==> src/rtl/tmds_slot_scheduler.sv <==
// TMDS lane word-slot scheduler: picks pixel, aux or control token per slot.
// Optional underrun event counter enabled by TMDS_SCHED_UNDERRUN_CNT_EN.
module tmds_slot_scheduler #(
    parameter int SLOT_LEN = 10
) (
    input  logic       clk,
    input  logic       rst,
    input  logic       enable,
    input  logic [1:0] ctrl,
    input  logic       px_valid,
    input  logic [9:0] px_data,
    input  logic       px_last,
    output logic       px_ready,
    input  logic       aux_valid,
    input  logic [9:0] aux_data,
    input  logic       aux_last,
    output logic       aux_ready,
    output logic [9:0] word,
    output logic       word_load,
    output logic [1:0] slot_src,
    output logic       underrun,
    input  logic       underrun_clr
`ifdef TMDS_SCHED_UNDERRUN_CNT_EN
    ,
    output logic [15:0] underrun_cnt
`endif
);

    localparam int CNT_W = $clog2(SLOT_LEN);
    localparam logic [CNT_W-1:0] LAST = CNT_W'(SLOT_LEN - 1);

    localparam logic [1:0] SRC_CTRL = 2'b00;
    localparam logic [1:0] SRC_PX   = 2'b01;
    localparam logic [1:0] SRC_AUX  = 2'b10;

    typedef enum logic [1:0] {
        IDLE  = 2'b00,
        VIDEO = 2'b01,
        AUX   = 2'b10
    } state_t;

    state_t           state;
    logic [CNT_W-1:0] cnt;
    logic             boundary;
    logic [9:0]       token;
    logic             ur_event;

    assign boundary = (cnt == LAST);

    always_comb begin
        token = 10'b1101010100;
        unique case (ctrl)
            2'b00: token = 10'b1101010100;
            2'b01: token = 10'b0010101011;
            2'b10: token = 10'b0101010100;
            2'b11: token = 10'b1010101011;
        endcase
    end

    // Grants only in the boundary cycle; a locked source is always ready.
    always_comb begin
        px_ready  = 1'b0;
        aux_ready = 1'b0;
        ur_event  = 1'b0;
        if (boundary) begin
            unique case (state)
                IDLE: begin
                    px_ready  = enable & px_valid;
                    aux_ready = enable & ~px_valid & aux_valid;
                end
                VIDEO: begin
                    px_ready = 1'b1;
                    ur_event = ~px_valid;
                end
                AUX: begin
                    aux_ready = 1'b1;
                    ur_event  = ~aux_valid;
                end
                default: ;
            endcase
        end
    end

    always_ff @(posedge clk or negedge rst) begin
        if (!rst) begin
            cnt       <= '0;
            state     <= IDLE;
            word      <= 10'b1101010100;
            word_load <= 1'b0;
            slot_src  <= SRC_CTRL;
            underrun  <= 1'b0;
        end else begin
            cnt       <= boundary ? '0 : cnt + 1'b1;
            word_load <= boundary;
            if (ur_event) begin
                underrun <= 1'b1;
            end else if (underrun_clr) begin
                underrun <= 1'b0;
            end
            if (boundary) begin
                unique case (state)
                    IDLE: begin
                        if (px_ready) begin
                            word     <= px_data;
                            slot_src <= SRC_PX;
                            state    <= px_last ? IDLE : VIDEO;
                        end else if (aux_ready) begin
                            word     <= aux_data;
                            slot_src <= SRC_AUX;
                            state    <= aux_last ? IDLE : AUX;
                        end else begin
                            word     <= token;
                            slot_src <= SRC_CTRL;
                        end
                    end
                    VIDEO: begin
                        if (px_valid) begin
                            word     <= px_data;
                            slot_src <= SRC_PX;
                            if (px_last) state <= IDLE;
                        end else begin
                            word     <= token;
                            slot_src <= SRC_CTRL;
                            state    <= IDLE;
                        end
                    end
                    AUX: begin
                        if (aux_valid) begin
                            word     <= aux_data;
                            slot_src <= SRC_AUX;
                            if (aux_last) state <= IDLE;
                        end else begin
                            word     <= token;
                            slot_src <= SRC_CTRL;
                            state    <= IDLE;
                        end
                    end
                    default: begin
                        word     <= token;
                        slot_src <= SRC_CTRL;
                        state    <= IDLE;
                    end
                endcase
            end
        end
    end

`ifdef TMDS_SCHED_UNDERRUN_CNT_EN
    always_ff @(posedge clk or negedge rst) begin
        if (!rst) begin
            underrun_cnt <= '0;
        end else if (underrun_clr) begin
            underrun_cnt <= ur_event ? 16'd1 : 16'd0;
        end else if (ur_event && underrun_cnt != 16'hFFFF) begin
            underrun_cnt <= underrun_cnt + 16'd1;
        end
    end
`endif

endmodule

==> config.mk <==
export PLATFORM = sky130hd
export DESIGN_NAME = tmds_slot_scheduler
export DESIGN_NICKNAME = d
export VERILOG_FILES = /design/src/rtl/tmds_slot_scheduler.sv
export SDC_FILE = /design/constraint.sdc
export NUM_CORES = 1
export LEC_CHECK = 0
export CELL_PAD_IN_SITES_DETAIL_PLACEMENT = 1
export CELL_PAD_IN_SITES_GLOBAL_PLACEMENT = 2
export CORE_ASPECT_RATIO = 1.5
export CORE_MARGIN = 2
export CORE_UTILIZATION = 30
export CTS_CLUSTER_SIZE = 28
export DETAILED_ROUTE_END_ITERATION = 10
export PLACE_DENSITY = 0.84
export SLEW_MARGIN = 10
export SYNTH_ARGS = -nofsm -noshare
export SYNTH_HDL_FRONTEND = slang
export SYNTH_SLANG_ARGS = --single-unit
==> constraint.sdc <==
create_clock -name clk -period 4 [get_ports clk]
set_input_delay 0.4 -clock clk [delete_from_list [all_inputs] [get_ports clk]]
set_output_delay 0.4 -clock clk [all_outputs]
set_load 0.01 [all_outputs]
==> results of run 1 <==
-- routing by layer --
metal,GRT usage [%],share of wire (%)
met5,0,0
met4,10.3,4.2
met3,2.62,3.3
met2,30.0,50
met1,19.9,42
-- cell usage in the layout, fill, tap and decap left out, drive strengths merged, types with 2 or more instances in the layout --
cell and n:
dfrtp 15, a21oi 23, a22o 3, mux2 2, nand3 2, o211ai 21, o31ai 14, nand2 16
clkbuf 3, nor2 14, inv 31, a31oi 2, clkdlybuf4s50 45, o21ai 3, nor3 3, or3 2
mux2i 2, dfstp 5, ha 8
-- worst min-delay path, cell delays in order (launching register included) --
cell      delay, ns
dfrtp_1        0.35
nand2_1        0.06
o211ai_2       0.05
-- final timing paths --
| kind | start | end | cells after the start |
|---|---|---|---|
| min in group asynchronous | rst | word[1]$_DFFE_PN0N_ | 1 |
| hold reg to reg | word[5]$_DFFE_PN0N_ | word[5]$_DFFE_PN0N_ | 2 |
| max in group asynchronous | rst | cnt[3]$_DFF_PN0_ | 1 |
| setup reg to reg | state[0]$_DFFE_PN0P_ | word[3]$_DFFE_PN0N_ | 6 |
| setup / recovery | cnt[2]$_DFF_PN0_ | px_ready | 5 |
| hold / removal | word[5]$_DFFE_PN0N_ | word[5]$_DFFE_PN0N_ | 2 |
-- power by group --
part	switching, uW	internal, uW	leakage [uW]	total (uW)
Sequential	28.5	273	0.000239	301
Combinational	271	273	0.000664	544
Clock	85.5	134	0.0000357	220
Total	386	680	0.000938	1070
-- flip-flops by register name (all words and copies together), names as in the netlist --
register / cells
cnt: 4
slot_src: 2
state: 2
underrun: 1
word: 10
word_load: 1
-- per-stage QoR --
step                hold WS (ns)  area (um^2)  cells  power, uW
CTS                        0.501         2190    299       1080
floorplan                  0.104         1650    192        655
finish                     0.495         2190    299       1070
global placement           0.470         2120    295        846
global route               0.516         2190    299       1140
detailed placement         0.475         2120    295        859
-- logic make-up after synthesis --
| family | Yosys count | share of synthesized area [%] |
|---|---|---|
| compound gates | 76 | 34.8 |
| buf+inv | 44 | 11.8 |
| simple gates | 39 | 13.5 |
| flops | 20 | 30.7 |
| fa+ha+maj | 8 | 6.07 |
| mux | 4 | 2.58 |
| xor+xnor | 1 | 0.531 |
-- cell type report --
type / instances / area [um^2]
sequential: 20 / 507
timing repair buffer: 46 / 458
multi-input combinational: 128 / 948
tap: 70 / 87.6
clock buffer: 3 / 41.3
inverter: 31 / 116
fill: 643 / 3220
clock inverter: 1 / 30.0
==> impl_metrics.csv, run 1 <==
group,metric,value,unit
status,run_status,"finished, final reports clean",
final_layout,nNetsFinal,268,
final_layout,diodes,0,
timing,fin_crit,2.84,ns
grt,antenna_found_initial,0,
timing,slew_violations,0,
synthesis,netlist_area,1650,um^2
detailed_routing,vias,1555,
synthesis,synth_cells,192,
power_and_ir_drop,leakagePower,0.000938,uW
synthesis,avgSynthCellArea,8.60,um^2
cts,numClockSinks,20,
cts,post_cts_resized,0,
synthesis,yosys-top-cells-area,"dfrtp_1 23%, dfstp_2 8.0%, inv_1 7.1%",
die,die_x,64.6,um
setup_path,critical_path.slowest_cell,"clkdlybuf4s50_1",
synthesis,synth_edf_count,0,
timing,worstMarginPinSlew,1.00,ns
placed_design,port_buffers,45,
die,core_area,5410,um^2
die,start_util,30.5,%
synthesis,ys_async_sr_fraction,100,%
setup_path,worstPathRequired,3.60,ns
placed_design,place_ws,1.34,ns
detailed_routing,routed_via_density,5.20,
final_layout,area_growth,32.6,%
run,cap_violations,0,
setup_path,critPathTopFamily,"buffers and inverters",
grt,grtUsageTotal,17.3,%
timing,fin_crit_sh,70.9,%
setup_path,crit_fanout,22,
grt,grt_max_degree,23,
cts,cts_buffers,3,
synthesis,syn_nets,230,
synthesis,yosys_warnings,0,
detailed_routing,avgRoutedWirePerCell,16.1,um
setup_path,worst_setup_path_start_kind,"register",
timing,tns,0,ns
synthesis,yosysUniqueCellTypes,39,
timing,fmax,352,MHz
setup_path,crit_arrival,2.44,ns
timing,setup_viol,0,
setup_path,path_cells,"nand4bb_4, inv_1, nand2_1, inv_1, clkdlybuf4s50_1",
synthesis,ys_ff_latch,20,
die,die_h,94.8,um
setup_path,crit_path_end_kind,"output pin",
cts,worstSkewPairLatency,0.28,ns
power_and_ir_drop,vdd_ir_drop_max,0.133,mV
detailed_routing,final_antenna_net_count,0,
placed_design,dpl.hpwl,3.62,mm
setup_path,setup.worst_path.class,"register to output pin",
power_and_ir_drop,p_per_area,487,nW/um^2
timing,relSlewSlack,32.8,%
die,num_io_pins,46,
grt,grt_pass1_wl,8.05,mm
timing,fin_skew,0.00203,ns
grt,grt_pass1_vias,1659,
cts,hold_buffers,0,
setup_path,cpMostUsedCell,"inv_1",
synthesis,seq_area_frac_synth,30.7,%
setup_path,critPathBufInv,3,
grt,overflow,0,
cts,cts_tree,"built",
setup_path,reg2reg_slack,1.86,ns
cts,postCtsSetupRepairBufs,0,
final_layout,drive_gt1_share,14.4,%
synthesis,synth.most_common_cell,"inv_1",
cts,cts.clk_slew.worst_paths,0.09,ns
worst_hold_path,min_path_type,"register to register",
timing,rsz0062_at_grt,"false",
detailed_routing,wl,4.83,mm
cts,clock_path_buffers,2,
die,dieArea,6120,um^2
detailed_routing,drcViolationCount,0,
placed_design,gp_congestion,0.720,
synthesis,synth_top_area_share,22.7,%
synthesis,synthFlopType,"dfrtp_1",
die,row_count,33,
cts,h-tree-depth,1,
timing,setup_slack,1.16,ns
setup_path,slowest_delay,0.55,ns
detailed_routing,firstDrtPassIters,4,
synthesis,yosys-top-cells-count,"31 x inv_1, 23 x a21oi_1, 16 x nand2_1",
final_layout,utilization,40.5,%
cts,ctsRootBufferMaster,"clkbuf_8",
timing,finalHoldViolCount,0,
detailed_routing,drtIter0Drc,22,
synthesis,yosys.area.top_type,"dfrtp_1",
(Power assumes the default switching activity.)
==> inputs of run 2 (changes only) <==
--- a/config.mk
+++ b/config.mk
@@ -9,10 +9,10 @@
 export CELL_PAD_IN_SITES_GLOBAL_PLACEMENT = 2
 export CORE_ASPECT_RATIO = 1.5
 export CORE_MARGIN = 2
-export CORE_UTILIZATION = 30
+export CORE_UTILIZATION = 25
 export CTS_CLUSTER_SIZE = 28
 export DETAILED_ROUTE_END_ITERATION = 10
-export PLACE_DENSITY = 0.84
+export PLACE_DENSITY = 0.75
 export SLEW_MARGIN = 10
 export SYNTH_ARGS = -nofsm -noshare
 export SYNTH_HDL_FRONTEND = slang
==> constraint.sdc (replaced) <==
create_clock -name clk -period 2.58 [get_ports clk]
set_input_delay 0.258 -clock clk [delete_from_list [all_inputs] [get_ports clk]]
set_output_delay 0.258 -clock clk [all_outputs]
set_load 0.01 [all_outputs]
==> run 2 against run 1 <==
  * Register-to-register slack got worse by 1.5 ns
  * Critical path depth increased by 1
  * Clock skew increased by 0.0010 ns
  * Design area increased by 3.1%
  * Sequential cell count unchanged
  * Count of clock-buffer cells in the layout unchanged
  * Via count increased by 2.3%
  * Global-route usage decreased by 2.5 points
  * Final cell count increased by 4.7%
  * Clock power increased by 51%
  * Worst hold slack got worse by 0.16 ns
  * Sequential share of layout area decreased by 0.69 points
  * Critical path type unchanged
==> impl_metrics.csv, run 2 (same netlist as run 1, synthesis figures left out) <==
group,metric,value,unit
status,run_status,"finished, final reports clean",
cts,post_cts_resized,0,
timing,fmax,433,MHz
cts,cts.clk_slew.worst_paths,0.09,ns
die,die_x,70.3,um
final_layout,nNetsFinal,276,
detailed_routing,wl,5.07,mm
die,dieArea,7280,um^2
power_and_ir_drop,vdd_ir_drop_max,0.213,mV
setup_path,crit_path_end_kind,"output pin",
placed_design,gp_congestion,0.783,
final_layout,largest_reg_flops,10,
detailed_routing,drtIter0Drc,68,
placed_design,placed_area,2180,um^2
grt,antenna_found_initial,0,
final_layout,n_fill_cell,794,
timing,fin_crit,2.31,ns
timing,tns,0,ns
setup_path,cp_num_cells,6,
detailed_routing,avgRoutedWirePerCell,16.2,um
timing,setup_viol,0,
detailed_routing,vias,1590,
final_layout,final_cell_mix,"45 x clkdlybuf4s50_1, 31 x inv_1, 23 x a21oi_1",
grt,grt_pass1_vias,1706,
setup_path,critPathTopFamily,"buffers and inverters",
timing,rsz0062_at_grt,"false",
cts,h-tree-depth,1,
final_layout,finalInstanceArea,2260,um^2
power_and_ir_drop,p_per_area,740,nW/um^2
placed_design,dpl.hpwl,3.77,mm
setup_path,setup.worst_path.class,"register to output pin",
setup_path,crit_arrival,2.05,ns
grt,grt_max_degree,21,
timing,worstMarginPinSlew,0.718,ns
final_layout,diodes,0,
cts,worstSkewPairLatency,0.26,ns
run,cap_violations,0,
setup_path,worstPathRequired,2.32,ns
die,die_h,104,um
cts,clock_path_buffers,2,
cts,cts_tree,"built",
setup_path,worst_setup_path_start_kind,"register",
detailed_routing,firstDrtPassIters,4,
setup_path,critical_path.slowest_cell,"clkdlybuf4s50_1",
final_layout,drive_gt1_share,17.3,%
setup_path,path_cells,"inv_1, ha_1, a31o_4, nand2_1, inv_1, clkdlybuf4s50_1",
die,start_util,25.6,%
final_layout,final_common_cell,"clkdlybuf4s50_1",
grt,grtUsageTotal,14.8,%
worst_hold_path,min_path_type,"input port to asynchronous set/reset pin",
detailed_routing,final_antenna_net_count,0,
cts,ctsRootBufferMaster,"clkbuf_8",
die,num_io_pins,46,
timing,fin_skew,0.00305,ns
die,row_count,36,
grt,grt_pass1_wl,8.70,mm
detailed_routing,routed_via_density,5.08,
final_layout,largestRegisters,"word: 10 flops, cnt: 4 flops",
setup_path,critPathBufInv,3,
placed_design,port_buffers,45,
setup_path,crit_fanout,9,
timing,fin_crit_sh,89.6,%
final_layout,regMostFlops,"word",
cts,postCtsSetupRepairBufs,0,
timing,finalHoldViolCount,0,
setup_path,cpMostUsedCell,"inv_1",
cts,numClockSinks,20,
power_and_ir_drop,leakagePower,0.000977,uW
cts,cts_buffers,3,
die,core_area,6440,um^2
timing,relSlewSlack,52.1,%
detailed_routing,drcViolationCount,0,
final_layout,area_growth,36.7,%
cts,hold_buffers,0,
grt,overflow,0,
timing,slew_violations,0,
setup_path,reg2reg_depth,6,
setup_path,slowest_delay,0.54,ns
[run 2: power by group]
group | internal (uW) | total (uW) | switching [uW] | leakage [uW]
clock | 207 | 332 | 124 | 0.0000357
sequential | 422 | 467 | 44.4 | 0.000239
combinational | 435 | 871 | 436 | 0.000702
[run 2: path summary, 6_finish.rpt]
check | start | to | slack [ns]
max in group asynchronous | rst | word[9]$_DFFE_PN1N_ | 1.97
min | rst | word[7]$_DFFE_PN0N_ | 0.34
min in group clk | word[1]$_DFFE_PN0N_ | word[1]$_DFFE_PN0N_ | 0.50
max | state[0]$_DFFE_PN0P_ | px_ready | 0.27
min reg2reg | word[1]$_DFFE_PN0N_ | word[1]$_DFFE_PN0N_ | 0.50
max reg2reg | state[0]$_DFFE_PN0P_ | word[5]$_DFFE_PN0N_ | 0.40
[run 2: worst reg2reg max path: stages (launching register included)]
cell and delay (ns):
dfrtp_1 0.41, inv_1 0.08, ha_1 0.33, a31o_4 0.30
or3_1 0.66, nor2_2 0.21, o211ai_2 0.08
[run 2: layer usage]
layer / vias to the layer above / wire, um / track usage [%]
met5: - / 0 / 0
li1: 773 / - / -
met2: 32 / 2700 / 25.9
met3: 4 / 155 / 2.04
met4: 0 / 76 / 4.12
met1: 781 / 2150 / 18.7
[run 2: layout make-up]
type                    instances  area, um^2  area share (%)
repair buffers                 54         518            23.0
inverters                      31         116            5.16
clock buffers                   3        41.3            1.83
flip-flops and latches         20         507            22.5
clock inverters                 1        30.0            1.33
well taps                      76        95.1            4.22
multi-input cells             128         948            42.0
[run 2: through the flow]
step                      hold slack, ns  power, uW  worst slack, ns  util (%)  cells
after floorplan                  -0.0376       1020            0.801         -    192
after global placement             0.473       1340            0.378      33.9    309
after detailed placement           0.481       1350            0.296      33.9    309
final                              0.336       1670            0.269      35.0    313
after global routing               0.365       1800            0.114      35.0    313
after CTS                          0.346       1690            0.244      35.0    313
==> RTL edit: new RTL, config.mk and constraints of run 2 <==
The option `TMDS_SCHED_UNDERRUN_CNT_EN` is turned on by a define.
--- a/src/rtl/tmds_slot_scheduler.sv
+++ b/src/rtl/tmds_slot_scheduler.sv
@@ -1,4 +1,6 @@
 // TMDS lane word-slot scheduler: picks pixel, aux or control token per slot.
 // Optional underrun event counter enabled by TMDS_SCHED_UNDERRUN_CNT_EN.
+`define TMDS_SCHED_UNDERRUN_CNT_EN
+
 module tmds_slot_scheduler #(
     parameter int SLOT_LEN = 10
Behaviour (old outputs only; new: underrun_cnt): unchanged (Yosys induction, for registers that start in step).
==> RTL edit against run 2 <==
Wire length grew 49%. Via count grew 46%. Final area grew 45%. Critical path type unchanged. Total power grew 32%. Worst hold slack lost 240 ps. Area after synthesis grew 44%. Highest routed layer unchanged. Sequential power grew 57%. Register-to-register slack lost 80 ps. Sequential cell count grew 16. Clock power grew 88%. Critical endpoint is now aux_ready. Combinational power shrank 3.3%. Worst setup slack lost 35 ps.
==> RTL edit: results (changes against run 2) <==
metric	value	unit	change
reg2reg path depth	7		+1
Cell Int Power	0.00147	W	+38%
Data arrival, critical path	2090	ps	+40 ps
clock share of power	28.4	%	+8.5 points
Buffers on Ports	61		+36%
worst skew pair latency	280	ps	+20 ps
status	completed		
Regs by FF count	underrun_cnt: 16 flops, word: 10 flops, cnt: 4 flops		
Worst Skew	2.10	ps	-0.948 ps
first-pass GRT wire length	12.7	mm	+46%
GRT Total Usage	15.5	%	+0.69 points
DR iter-0 viols	91		+34%
part of the power in combinational logic	38.3	%	-14 points
syn nets	311		+35%
relative slew slack	41.6	%	-10 points
register area share after synthesis	38.1	%	+7.4 points
reg2reg setup slack	320	ps	-80 ps
final hold slack	93.0	ps	-243 ps
Clock Root Buffer	clkbuf_16		
Reg-to-Reg End	underrun_cnt[9]		
cell leakage power	1.37	nW	+40%
share of cells above drive strength 1	10.4	%	-6.9 points
largest net degree at the start of global routing	37		+76%
worst setup path endpoint	aux_ready		
per-cell routed wire length	16.9	um	+3.9%
Fill cells	1083		+36%
most frequent cells after synthesis	dfrtp_1 (31), nand2_1 (26), o21ai_0 (25), nor2_1 (19), inv_1 (18)		
crit-path max FO	12		+3
Worst VDD drop	0.303	mV	+42%
Final Net Count	374		+36%
[RTL edit: area by class of cell]
class | count | area [um^2] | area share [%]
Timing Repair Buffer | 69 | 666 | 20.3
Tap cell | 112 | 140 | 4.27
Multi-Input combinational cell | 204 | 1350 | 41.1
Clock buffer | 8 | 146 | 4.46
Inverter | 19 | 71.3 | 2.17
Sequential cell | 36 | 907 | 27.7
[RTL edit: what timing repair did]
action / in CTS / in global routing
setup buffers: 0 / 0
setup endpoints to repair: 0 / 2
endpoints found under the hold margin: 0 / 0
gates resized for setup: 0 / 1
hold buffers: 0 / 0
[RTL edit: worst max-delay path, cell delays in order, from the launching register on]
cell	delay [ps]
dfrtp_1	410
inv_1	100
ha_2	310
nand3_1	130
nor2_1	100
nor2_1	40
nor2_1	150
clkdlybuf4s50_1	560
[RTL edit: logic make-up (layout without fill, tap and decap cells)]
| family | Yosys count | after routing | synth area share (%) |
|---|---|---|---|
| AO/OA/AOI/OAI | 89 | 89 | 26.0 |
| adder cells (fa/ha/maj) | 9 | 9 | 4.72 |
| AND/OR/NAND/NOR | 94 | 94 | 20.8 |
| buffers and inverters | 32 | 96 | 5.46 |
| XOR/XNOR | 6 | 6 | 2.20 |
| multiplexers | 6 | 6 | 2.73 |
| flip-flops | 36 | 36 | 38.1 |
[RTL edit: through the flow]
step	instances	power (W)	cell area, um^2	setup slack [ps]
floorplan	272	0.00120	2380	628
global placement	440	0.00157	3130	387
detailed placement	440	0.00159	3130	312
CTS	448	0.00223	3280	91.8
global route	448	0.00236	3280	41.7
finish	448	0.00220	3280	234
[RTL edit: layer usage]
metal,track usage [%],vias to the layer above,share of wire [%]
li1,-,1117,-
met1,17.7,1147,42
met2,29.1,48,54
met3,2.85,6,3.4
met4,4.94,0,1.3
met5,0,-,0
